$ cat src/rtl/spell_debug_host.sv
// spell_debug_host: debug command host driving the Spell core's serial load/dump/run pins.
// Define SPELL_DEBUG_HOST_WAIT_EN to make RUN/STEP wait for tgt_stop with a TIMEOUT_W-bit timeout.
module spell_debug_host #(
  parameter int TIMEOUT_W = 16
) (
  input  logic       clk,
  input  logic       rst,
  input  logic       cmd_valid,
  output logic       cmd_ready,
  input  logic [1:0] cmd_op,
  input  logic [1:0] cmd_reg,
  input  logic [7:0] cmd_data,
  output logic       rsp_valid,
  output logic [7:0] rsp_data,
  output logic       rsp_timeout,
  output logic [6:0] tgt_ui,
  input  logic       tgt_shift_out,
  input  logic       tgt_stop
);
  typedef enum logic [3:0] {
    S_IDLE, S_SHIFT, S_LOAD, S_DUMP, S_GAP, S_CAPTURE, S_RUN, S_WAIT_STOP, S_DONE
  } state_t;
  state_t     r_state, w_state;
  logic [7:0] r_data, w_data, r_rdata, w_rdata;
  logic [3:0] r_cnt, w_cnt;
  logic [1:0] r_reg, w_reg, w_sel;
  logic [4:0] w_lo;
  logic [6:0] r_ui;
  logic       r_ready, w_ready, r_valid, w_valid;
`ifdef SPELL_DEBUG_HOST_WAIT_EN
  logic [TIMEOUT_W-1:0] r_tmr, w_tmr;
  logic                 r_tout, w_tout;
  assign rsp_timeout = r_tout;
`else
  logic w_unused;
  assign w_unused    = tgt_stop ^ (TIMEOUT_W == 0);
  assign rsp_timeout = 1'b0;
`endif
  assign cmd_ready = r_ready;
  assign rsp_valid = r_valid;
  assign rsp_data  = r_rdata;
  assign tgt_ui    = r_ui;
  // Every output is computed from the next state and registered, so pins change on the edge.
  always_comb begin
    w_state = r_state;
    w_data  = r_data;
    w_cnt   = r_cnt;
    w_reg   = r_reg;
    w_sel   = r_reg;
    w_lo    = '0;
    w_ready = 1'b0;
    w_valid = 1'b0;
    w_rdata = '0;
`ifdef SPELL_DEBUG_HOST_WAIT_EN
    w_tmr   = r_tmr;
    w_tout  = 1'b0;
`endif
    case (r_state)
      S_IDLE: begin
        w_sel   = 2'd0;
        w_ready = 1'b1;
        if (cmd_valid && r_ready) begin
          w_ready = 1'b0;
          w_reg   = cmd_reg;
          w_sel   = cmd_reg;
          w_data  = cmd_data;
          w_cnt   = '0;
          w_state = cmd_op == 2'd0 ? S_SHIFT : cmd_op == 2'd1 ? S_DUMP : S_RUN;
          w_lo    = cmd_op == 2'd0 ? {cmd_data[7], 4'b0} :
                    cmd_op == 2'd1 ? 5'b01000 : {3'b0, cmd_op[0], 1'b1};
        end
      end
      S_SHIFT: begin
        w_data = {r_data[6:0], 1'b0};
        if (r_cnt == 4'd7) begin
          w_state = S_LOAD;
          w_lo    = 5'b00100;
        end else begin
          w_cnt = r_cnt + 4'd1;
          w_lo  = {r_data[6], 4'b0};
        end
      end
      S_LOAD: begin
        w_state = S_DONE;
        w_valid = 1'b1;
      end
      S_DUMP: w_state = S_GAP;
      S_GAP: begin
        w_state = S_CAPTURE;
        w_cnt   = '0;
      end
      S_CAPTURE: begin
        w_data = {r_data[6:0], tgt_shift_out};
        if (r_cnt == 4'd7) begin
          w_state = S_DONE;
          w_valid = 1'b1;
          w_rdata = w_data;
        end else w_cnt = r_cnt + 4'd1;
      end
`ifdef SPELL_DEBUG_HOST_WAIT_EN
      S_RUN: begin
        w_state = S_WAIT_STOP;
        w_tmr   = TIMEOUT_W'(1);
      end
      // Timer starts at 1 so all-ones marks the last allowed wait cycle.
      S_WAIT_STOP: begin
        if (tgt_stop || &r_tmr) begin
          w_state = S_DONE;
          w_valid = 1'b1;
          w_tout  = ~tgt_stop;
        end else w_tmr = r_tmr + TIMEOUT_W'(1);
      end
`else
      S_RUN: begin
        w_state = S_DONE;
        w_valid = 1'b1;
      end
`endif
      S_DONE: begin
        w_state = S_IDLE;
        w_sel   = 2'd0;
        w_ready = 1'b1;
      end
      default: begin
        w_state = S_IDLE;
        w_sel   = 2'd0;
      end
    endcase
  end
  always_ff @(posedge clk or posedge rst) begin
    if (rst) begin
      r_state <= S_IDLE;
      r_data  <= '0;
      r_cnt   <= '0;
      r_reg   <= '0;
      r_ui    <= '0;
      r_ready <= 1'b0;
      r_valid <= 1'b0;
      r_rdata <= '0;
`ifdef SPELL_DEBUG_HOST_WAIT_EN
      r_tmr   <= '0;
      r_tout  <= 1'b0;
`endif
    end else begin
      r_state <= w_state;
      r_data  <= w_data;
      r_cnt   <= w_cnt;
      r_reg   <= w_reg;
      r_ui    <= {w_sel, w_lo};
      r_ready <= w_ready;
      r_valid <= w_valid;
      r_rdata <= w_rdata;
`ifdef SPELL_DEBUG_HOST_WAIT_EN
      r_tmr   <= w_tmr;
      r_tout  <= w_tout;
`endif
    end
  end
endmodule

$ cat config.mk
export PLATFORM = sky130hd
export DESIGN_NAME = spell_debug_host
export DESIGN_NICKNAME = d
export VERILOG_FILES = /design/src/rtl/spell_debug_host.sv
export SDC_FILE = /design/constraint.sdc
export NUM_CORES = 1
export LEC_CHECK = 0
export ABC_CLOCK_PERIOD_IN_PS = 4600
export CORE_MARGIN = 3
export CORE_UTILIZATION = 47
export DETAILED_ROUTE_END_ITERATION = 16
export GPL_ROUTABILITY_DRIVEN = 0
export PLACE_DENSITY = 0.8
export REMOVE_ABC_BUFFERS = 1
export SLEW_MARGIN = 20
export SYNTH_ARGS = -nofsm -noshare
export SYNTH_HDL_FRONTEND = slang
export SYNTH_SLANG_ARGS = --single-unit
$ cat constraint.sdc
create_clock -name clk -period 4.6 [get_ports clk]
set_input_delay 0.92 -clock clk [delete_from_list [all_inputs] [get_ports clk]]
set_output_delay 0.92 -clock clk [all_outputs]
set_load 0.005 [all_outputs]
==> metrics.md, run 1 <==
| Metric | Value |
|---|---|
| Status | `finished, final reports clean` |
| HP Start | `r_reg[0]$_DFFE_PP0P_` |
| Hold Fails Final Rpt | `0` |
| Setup Fix Bufs, Post-CTS | `0` |
| Seq. cell area | `851 sq um` |
| Largest stage delay, worst path | `0.45 ns` |
| Most frequent cells after synthesis | `dfrtp_1, nand2_1, nand3_1` |
| Layout cells sized above 1 | `7.95%` |
| Max clock buf depth | `2` |
| Fin nets | `195` |
| Top post-synthesis cells by area | `dfrtp_1, nand2_1, nand3_1` |
| Total grt overflow | `0` |
| Critical path depth in cells | `5` |
| CP top delay family | `compound AO/OA/AOI/OAI gates` |
| Share of flip-flops with an asynchronous set or reset | `100%` |
| Area grow syn2layout | `24.8%` |
| Setup tns final | `0 ns` |
| Num CTS Buffers | `5` |
| Maximum fanout along the worst path | `5` |
| Routed WL | `2970 um` |
| Ports | `35` |
| Sequential element share of the synthesized area | `58.1%` |
| Synth area leader | `dfrtp_1` |
| Die Span Y | `61.8 um` |
| Setup slack after layout | `2.45 ns` |
| Vias in the first global route | `1145` |
| Synth top area share | `58.1%` |
| Flop-to-flop setup slack | `2.67 ns` |
| Core ar. | `2850 sq um` |
| Via-to-Cell Ratio | `5.61` |
| Mapped Cells | `146` |
| Synth cell types | `36` |
| Routed Antenna Nets | `0` |
| Crit Reg-Reg Endpoint | `r_data[3]$_DFFE_PP0P_` |
| Initial antenna violation count | `0` |
| RSZ-0062 raised after global routing | `false` |
| Largest net degree at the start of global routing | `35` |
| Crit path buf inv count | `1` |
| Count leader, synth | `dfrtp_1` |
| Pre-CTS setup slack | `2.09 ns` |
| Drt first pass iters | `4` |
| Yosys warns | `0` |
| P_leak | `0.866 nW` |
| Hold Buf Count CTS | `0` |
| # fillers | `243` |
| Clk_lat worst skew | `0.33 ns` |
| Max Cap Viol | `0` |
| Crit. Startpoint | `cmd_valid` |
| Length in cells of the worst reg-to-reg path | `4` |
| Crit path DAT | `2.38 ns` |
| Die width | `61.8 um` |
| CP max stage cell | `clkdlybuf4s50_1` |
| Final setup fails | `0` |
| Detailed-route via count | `1161` |
| Least-Margin Pin Slew | `0.512 ns` |
| Peak VDD IR | `318 uV` |
| Worst Clk Skew | `0.00554 ns` |
| CTS tree | `yes` |
| Power per Cell Area | `524 nW/um^2` |
| First-pass GRT wire length | `4860 um` |
| H-tree Lvls | `2` |
| DRC | `0` |
| HPWL after DPL | `2090 um` |
| Ant diodes | `0` |
| Max-slew headroom | `65.9%` |
| Worst Setup End Kind | `flip-flop` |
| Synthesis-stage register bit count | `34` |
| Gr usage total | `17.9%` |
| Clock transition at path regs | `0.09 ns` |
| Starting Density | `51.3%` |
| Fmax | `0.464 GHz` |
| Multi-input logic area | `547 sq um` |
| CTS sink count | `34` |
| CP Class | `input pin to flip-flop` |
| Minimum clock period | `2.15 ns` |
| CTS Root Cell | `clkbuf_4` |
| Hold path endpoint | `r_reg[0]$_DFFE_PP0P_` |
| Hold path cells | `2` |
| Startpoint types | `input pin` |
| Max reg flops | `8` |
| Slew Viols, Final | `0` |
| Die Area | `3820 sq um` |
| Buffers on Ports | `32` |
| Post-CTS sizing | `0` |
| Initial drt markers | `50` |
| R2r startpoint | `r_state[2]$_DFFE_PP0P_` |
| Mapped Area | `1460 sq um` |
| EDFF count, synth | `0` |
| WL/cell | `14.4 um` |
| Syn Area/Cell | `10.0 sq um` |
| # rows | `19` |
| Worst hold path type | `flip-flop to flip-flop` |
| Final worst-path cycle share | `46.8%` |
| Worst path cell trace | `clkdlybuf4s50_1 > nand2_1 > a21boi_0 > o21ai_0 > mux2_2` |
| Main flop type after synthesis | `dfrtp_1` |
| CP Data Required Time | `4.82 ns` |
layout make-up:
cell class              instances  area share (%)
well taps                      31            2.12
multi-input cells             101            29.9
repair buffers                 34            18.4
clock buffers                   6            2.81
inverters                       1           0.205
flip-flops and latches         34            46.6
logic make-up after synthesis:
family	after synthesis	share of synthesized area, %
adders and majority gates	1	0.855
buffers and inverters	11	4.53
and+or+nand+nor	78	26.4
AOI/OAI and AO/OA	20	9.06
other	1	0.256
DFF	34	58.1
muxes	1	0.769
per-layer routing:
metal	vias to the layer above	track usage, %	routed length (um)	share of wire, %
li1	559	-	-	-
met1	553	21.5	1290	43
met2	43	28.8	1440	49
met3	6	7.23	194	6.5
met4	0	6.67	48	1.6
met5	-	0	0	0
cell usage in the layout, fill, tap and decap left out, types with 4 or more instances in the layout:
cell,Yosys,final
dfrtp_1,34,34
clkdlybuf4s50_1,0,32
nand2_1,27,27
nand3_1,16,16
nor2_1,10,10
and3_1,10,10
a21oi_1,7,7
clkbuf_4,0,5
nor3_1,4,4
power breakdown:
group	total (mW)	switching, mW	internal [mW]	leakage [nW]
registers	0.463	0.0852	0.378	0.451
logic	0.335	0.173	0.162	0.384
clock network	0.158	0.0896	0.0688	0.0302
total	0.957	0.348	0.609	0.866
worst min-delay path, cell delays in order, from the launching register on:
cell and delay (ns):
dfrtp_1 0.36, nand2_1 0.05, nand2_1 0.06
worst max-delay path by stage:
| stage | endpoint | slack [ns] |
|---|---|---|
| 4_1_cts | cmd_ready | 2.46 |
| 3_3_place_gp | r_cnt[0]$_DFFE_PP0P_ | 2.15 |
| 3_5_place_dp | r_cnt[0]$_DFFE_PP0P_ | 2.09 |
| 2_1_floorplan | tgt_ui[1]$_DFF_PP0_ | 2.59 |
| 5_1_grt | r_cnt[0]$_DFFE_PP0P_ | 2.37 |
| 6_report | r_cnt[0]$_DFFE_PP0P_ | 2.45 |
per-stage QoR:
stage                     hold WS (ns)  instances  utilization [%]  power [mW]  cell area [sq um]
final                            0.492        207             64.0       0.957               1830
after CTS                        0.495        207             64.0       0.964               1830
after global routing             0.521        207             64.0        1.04               1830
after global placement           0.459        201             62.2       0.781               1780
after detailed placement         0.470        201             62.2       0.802               1780
after floorplan                  0.446        136                -       0.678               1400
No activity file was read; power rests on OpenSTA's default activity.
==> run 2, diff against run 1 <==
--- a/config.mk
+++ b/config.mk
@@ -5,7 +5,7 @@
 export SDC_FILE = /design/constraint.sdc
 export NUM_CORES = 1
 export LEC_CHECK = 0
-export ABC_CLOCK_PERIOD_IN_PS = 4600
+export ABC_CLOCK_PERIOD_IN_PS = 2170
 export CORE_MARGIN = 3
 export CORE_UTILIZATION = 47
 export DETAILED_ROUTE_END_ITERATION = 16
==> constraint.sdc (replaced) <==
create_clock -name clk -period 2.17 [get_ports clk]
set_input_delay 0.434 -clock clk [delete_from_list [all_inputs] [get_ports clk]]
set_output_delay 0.434 -clock clk [all_outputs]
set_load 0.005 [all_outputs]
==> metrics.md, run 2 (synthesis gave the netlist of run 1 again) <==
| Metric | Value |
|---|---|
| Status | `finished, final reports clean` |
| Most common cell after layout, fill and taps aside | `dfrtp_1` |
| Setup slack after layout | `0.361 ns` |
| Pre-CTS setup slack | `0.309 ns` |
| Max clock buf depth | `2` |
| # rows | `19` |
| Layout cells sized above 1 | `9.94%` |
| CP Data Required Time | `2.39 ns` |
| Starting Density | `51.3%` |
| CTS sink count | `34` |
| Gr usage total | `17.5%` |
| Drt first pass iters | `4` |
| DRC | `0` |
| Area grow syn2layout | `26.9%` |
| Logic pwr share | `38.9%` |
| Setup tns final | `0 ns` |
| Initial antenna violation count | `0` |
| Ant diodes | `0` |
| # fillers | `220` |
| Final setup fails | `0` |
| Peak VDD IR | `697 uV` |
| Routed WL | `3000 um` |
| CTS tree | `yes` |
| Sw frac | `36.2%` |
| Part of the power in the clock network | `17.2%` |
| Most frequent cells in the layout | `dfrtp_1, clkdlybuf4s50_1, nand2_1, nand3_1` |
| Minimum clock period | `1.81 ns` |
| Worst Setup End Kind | `flip-flop` |
| Vias in the first global route | `1147` |
| Max reg flops | `8` |
| Num CTS Buffers | `5` |
| Crit path DAT | `2.03 ns` |
| Startpoint types | `flip-flop` |
| HPWL after DPL | `2050 um` |
| Die Area | `3820 sq um` |
| Post-CTS sizing | `0` |
| Buffers on Ports | `32` |
| H-tree Lvls | `2` |
| Via-to-Cell Ratio | `5.61` |
| Clk_lat worst skew | `0.34 ns` |
| Die width | `61.8 um` |
| Ports | `35` |
| Maximum fanout along the worst path | `10` |
| Total power | `2.10 mW` |
| Clock transition at path regs | `0.10 ns` |
| Initial drt markers | `53` |
| Slew Viols, Final | `0` |
| Fmax | `0.553 GHz` |
| Seq pwr share | `43.9%` |
| Worst Clk Skew | `0.0105 ns` |
| CP Class | `flip-flop to flip-flop` |
| Max Cap Viol | `0` |
| RSZ-0062 raised after global routing | `false` |
| CTS Root Cell | `clkbuf_4` |
| Fin nets | `198` |
| Routed Antenna Nets | `0` |
| Hold Fails Final Rpt | `0` |
| Psw | `0.763 mW` |
| Internal power | `1.34 mW` |
| Multi-input logic area | `547 sq um` |
| P_leak | `0.886 nW` |
| Hold Buf Count CTS | `0` |
| WL/cell | `14.2 um` |
| Setup Fix Bufs, Post-CTS | `0` |
| Detailed-route via count | `1189` |
| Seq. cell area | `851 sq um` |
| Die Span Y | `61.8 um` |
| Total grt overflow | `0` |
| Power per Cell Area | `1130 nW/um^2` |
| Final worst-path cycle share | `83.3%` |
| First-pass GRT wire length | `4780 um` |
| Worst hold path type | `input pin to asynchronous set/reset pin` |
| Largest net degree at the start of global routing | `35` |
| Core ar. | `2850 sq um` |
==> run 2: worst paths after layout <==
| kind | to | cells past startpoint | startpoint | slack, ns |
|---|---|---|---|---|
| min in group clk | r_reg[0]$_DFFE_PP0P_ | 2 | r_reg[0]$_DFFE_PP0P_ | 0.49 |
| worst max register to register | r_data[3]$_DFFE_PP0P_ | 4 | r_state[1]$_DFFE_PP0P_ | 0.36 |
| worst min-delay path | tgt_ui[5]$_DFF_PP0_ | 3 | rst | 0.49 |
| max in group asynchronous | r_cnt[1]$_DFFE_PP0P_ | 3 | rst | 1.38 |
| worst max-delay path | r_data[3]$_DFFE_PP0P_ | 4 | r_state[1]$_DFFE_PP0P_ | 0.36 |
| worst min register to register | r_reg[0]$_DFFE_PP0P_ | 2 | r_reg[0]$_DFFE_PP0P_ | 0.49 |
==> run 2: final cells by class <==
| cell class | instances | area share, % |
|---|---|---|
| Sequential cell | 34 | 45.8 |
| Multi-Input combinational cell | 101 | 29.4 |
| Timing Repair Buffer | 37 | 19.3 |
| Clock buffer | 7 | 2.96 |
| Tap cell | 31 | 2.09 |
| Clock inverter | 1 | 0.269 |
| Inverter | 1 | 0.202 |
==> run 2: critical path: stages, from the launching register on <==
cell and delay (ns):
dfrtp_1 0.48, or3_4 0.44, or3_1 0.53, nand3_1 0.15, nand3_1 0.09
==> run 2: power by group through the flow <==
stage                     sequential, mW  clock, mW  combinational, mW
after floorplan                    0.945          0              0.493
after global placement             0.925          0              0.783
after detailed placement           0.935          0              0.810
after CTS                          0.919      0.373              0.820
after global routing               0.943      0.402              0.918
final                              0.923      0.362              0.820
==> run 2: per-stage QoR <==
| stage | area, sq um | util [%] | cells | hold slack [ns] |
|---|---|---|---|---|
| 6_report | 1860 | 65.1 | 212 | 0.488 |
| 5_1_grt | 1860 | 65.1 | 212 | 0.512 |
| 4_1_cts | 1860 | 65.1 | 212 | 0.492 |
| 3_5_place_dp | 1800 | 63.0 | 204 | 0.467 |
| 3_3_place_gp | 1800 | 63.0 | 204 | 0.459 |
| 2_1_floorplan | 1400 | - | 136 | 0.446 |
==> run 2: layer usage <==
| layer | wire (um) | global-route usage, % |
|---|---|---|
| met3 | 203 | 7.02 |
| met2 | 1480 | 30.2 |
| met1 | 1280 | 19.5 |
| met4 | 34 | 6.36 |
| met5 | 0 | 0 |
==> run 3, diff against run 2 <==
--- a/config.mk
+++ b/config.mk
@@ -5,12 +5,12 @@
 export SDC_FILE = /design/constraint.sdc
 export NUM_CORES = 1
 export LEC_CHECK = 0
-export ABC_CLOCK_PERIOD_IN_PS = 2170
+export ABC_CLOCK_PERIOD_IN_PS = 1600
 export CORE_MARGIN = 3
-export CORE_UTILIZATION = 47
+export CORE_UTILIZATION = 44
 export DETAILED_ROUTE_END_ITERATION = 16
 export GPL_ROUTABILITY_DRIVEN = 0
-export PLACE_DENSITY = 0.8
+export PLACE_DENSITY = 0.79
 export REMOVE_ABC_BUFFERS = 1
 export SLEW_MARGIN = 20
 export SYNTH_ARGS = -nofsm -noshare
==> constraint.sdc (replaced) <==
create_clock -name clk -period 1.6 [get_ports clk]
set_input_delay 0.32 -clock clk [delete_from_list [all_inputs] [get_ports clk]]
set_output_delay 0.32 -clock clk [all_outputs]
set_load 0.005 [all_outputs]
==> metrics.md, run 3 (synthesis gave the netlist of run 1 again) <==
| Metric | Value |
|---|---|
| Crit path DAT | `1.80 ns` |
| Gr usage total | `17.4%` |
| Core ar. | `3100 sq um` |
| Post-route cell area | `2000 sq um` |
| Worst Setup End Kind | `flip-flop` |
| Max clock buf depth | `2` |
| CP Data Required Time | `1.83 ns` |
| Crit Reg-Reg Endpoint | `r_state[0]$_DFFE_PP0P_` |
| Initial antenna violation count | `0` |
| Most common cell after layout, fill and taps aside | `dfrtp_1` |
| Minimum clock period | `1.57 ns` |
| Hold slack | `0.364 ns` |
| Worst hold path type | `input pin to asynchronous set/reset pin` |
| Total power | `3.17 mW` |
| WL/cell | `14.5 um` |
| Hold Buf Count CTS | `0` |
| CP Class | `flip-flop to flip-flop` |
| Length in cells of the worst reg-to-reg path | `3` |
| Initial drt markers | `59` |
| RSZ-0062 raised after global routing | `true` |
| Via-to-Cell Ratio | `5.23` |
| Peak VDD IR | `794 uV` |
| Area grow syn2layout | `36.3%` |
| Clock transition at path regs | `0.11 ns` |
| Post-DP Area | `1870 sq um` |
| # rows | `20` |
| Ant diodes | `0` |
| CTS tree | `yes` |
| DRC | `0` |
| Worst Clk Skew | `0.0111 ns` |
| P_leak | `0.941 nW` |
| Clk_lat worst skew | `0.33 ns` |
| Most frequent cells in the layout | `dfrtp_1, clkdlybuf4s50_1, nand2_1, nand3_1, buf_4` |
| Max Cap Viol | `0` |
| Buffers on Ports | `32` |
| H-tree Lvls | `2` |
| First-pass GRT wire length | `5480 um` |
| Startpoint types | `flip-flop` |
| Vias in the first global route | `1261` |
| Multi-input logic area | `597 sq um` |
| R2r startpoint | `r_state[1]$_DFFE_PP0P_` |
| CTS sink count | `34` |
| Hold Fails Final Rpt | `0` |
| Detailed-route via count | `1228` |
| Fin nets | `208` |
| HPWL after DPL | `2330 um` |
| Ports | `35` |
| Layout cells sized above 1 | `19.4%` |
| Routed WL | `3400 um` |
| Maximum fanout along the worst path | `6` |
| DP Cell Count | `224` |
| Flop-to-flop setup slack | `0.03 ns` |
| Status | `finished, final reports clean` |
| Starting Density | `47.2%` |
| Final worst-path cycle share | `97.9%` |
| Final setup fails | `0` |
| Fmax | `0.638 GHz` |
| Routed Antenna Nets | `0` |
| Max reg flops | `8` |
| Total grt overflow | `0` |
| CTS Root Cell | `clkbuf_4` |
| Power per Cell Area | `1590 nW/um^2` |
| Seq. cell area | `851 sq um` |
| Largest net degree at the start of global routing | `35` |
| Slew Viols, Final | `0` |
| Die Area | `4060 sq um` |
| Drt first pass iters | `4` |
| # fillers | `277` |
| Die width | `63.7 um` |
| Num CTS Buffers | `5` |
| Layout Cells excl Fill | `235` |
| Die Span Y | `63.7 um` |
==> run 3: how the worst max path moves through the flow <==
stage	end	start	slack [ns]
6_report	r_state[0]$_DFFE_PP0P_	r_state[1]$_DFFE_PP0P_	0.03
5_1_grt	r_state[2]$_DFFE_PP0P_	r_state[1]$_DFFE_PP0P_	-0.02
4_1_cts	r_cnt[3]$_DFFE_PP0P_	r_state[1]$_DFFE_PP0P_	0.008
3_5_place_dp	r_data[5]$_DFFE_PP0P_	cmd_valid	-0.18
3_3_place_gp	r_data[2]$_DFFE_PP0P_	cmd_valid	-0.12
2_1_floorplan	tgt_ui[1]$_DFF_PP0_	r_state[0]$_DFFE_PP0P_	-0.34
==> run 3: stage by stage <==
stage,setup TNS [ns],utilization (%),worst slack [ns]
floorplan,-2.93,-,-0.340
detailed placement,-1.78,60.2,-0.184
finish,0,64.3,0.0336
global route,-0.0193,64.3,-0.0179
CTS,0,63.3,0.00782
global placement,-1.28,60.2,-0.124
==> run 3: timing repair <==
item / in CTS / in global routing
endpoints found under the hold margin: 0 / 0
setup buffers: 3 / 0
gates cloned: 0 / 1
pin swaps: 3 / 1
endpoints found under the setup margin: 17 / 13
resized for setup: 4 / 8
==> run 3: worst max-delay path: stages, from the launching register on <==
cell	delay (ns)
dfrtp_1	0.39
or3_4	0.43
or3b_4	0.42
a31o_4	0.23
==> run 3: final cells by class <==
class / instances / area share, %
sequential: 34 / 42.6
multi-input combinational: 102 / 29.9
timing repair buffer: 46 / 21.3
tap: 44 / 2.76
clock buffer: 6 / 2.57
clock inverter: 2 / 0.627
inverter: 1 / 0.188
==> run 3: per-layer routing <==
| layer | part of all wire [%] | vias up | global-route usage (%) |
|---|---|---|---|
| met5 | 0 | - | 0 |
| met3 | 4.8 | 7 | 6.24 |
| met2 | 52 | 41 | 31.3 |
| met1 | 42 | 595 | 18.4 |
| li1 | - | 585 | - |
| met4 | 1.3 | 0 | 6.74 |
==> run 3: power by group <==
part | total (mW) | switching (mW) | leakage [nW] | internal [mW]
Clock | 0.509 | 0.298 | 0.0343 | 0.211
Combinational | 1.42 | 0.714 | 0.455 | 0.701
Sequential | 1.24 | 0.154 | 0.451 | 1.09
Total | 3.17 | 1.17 | 0.941 | 2.00
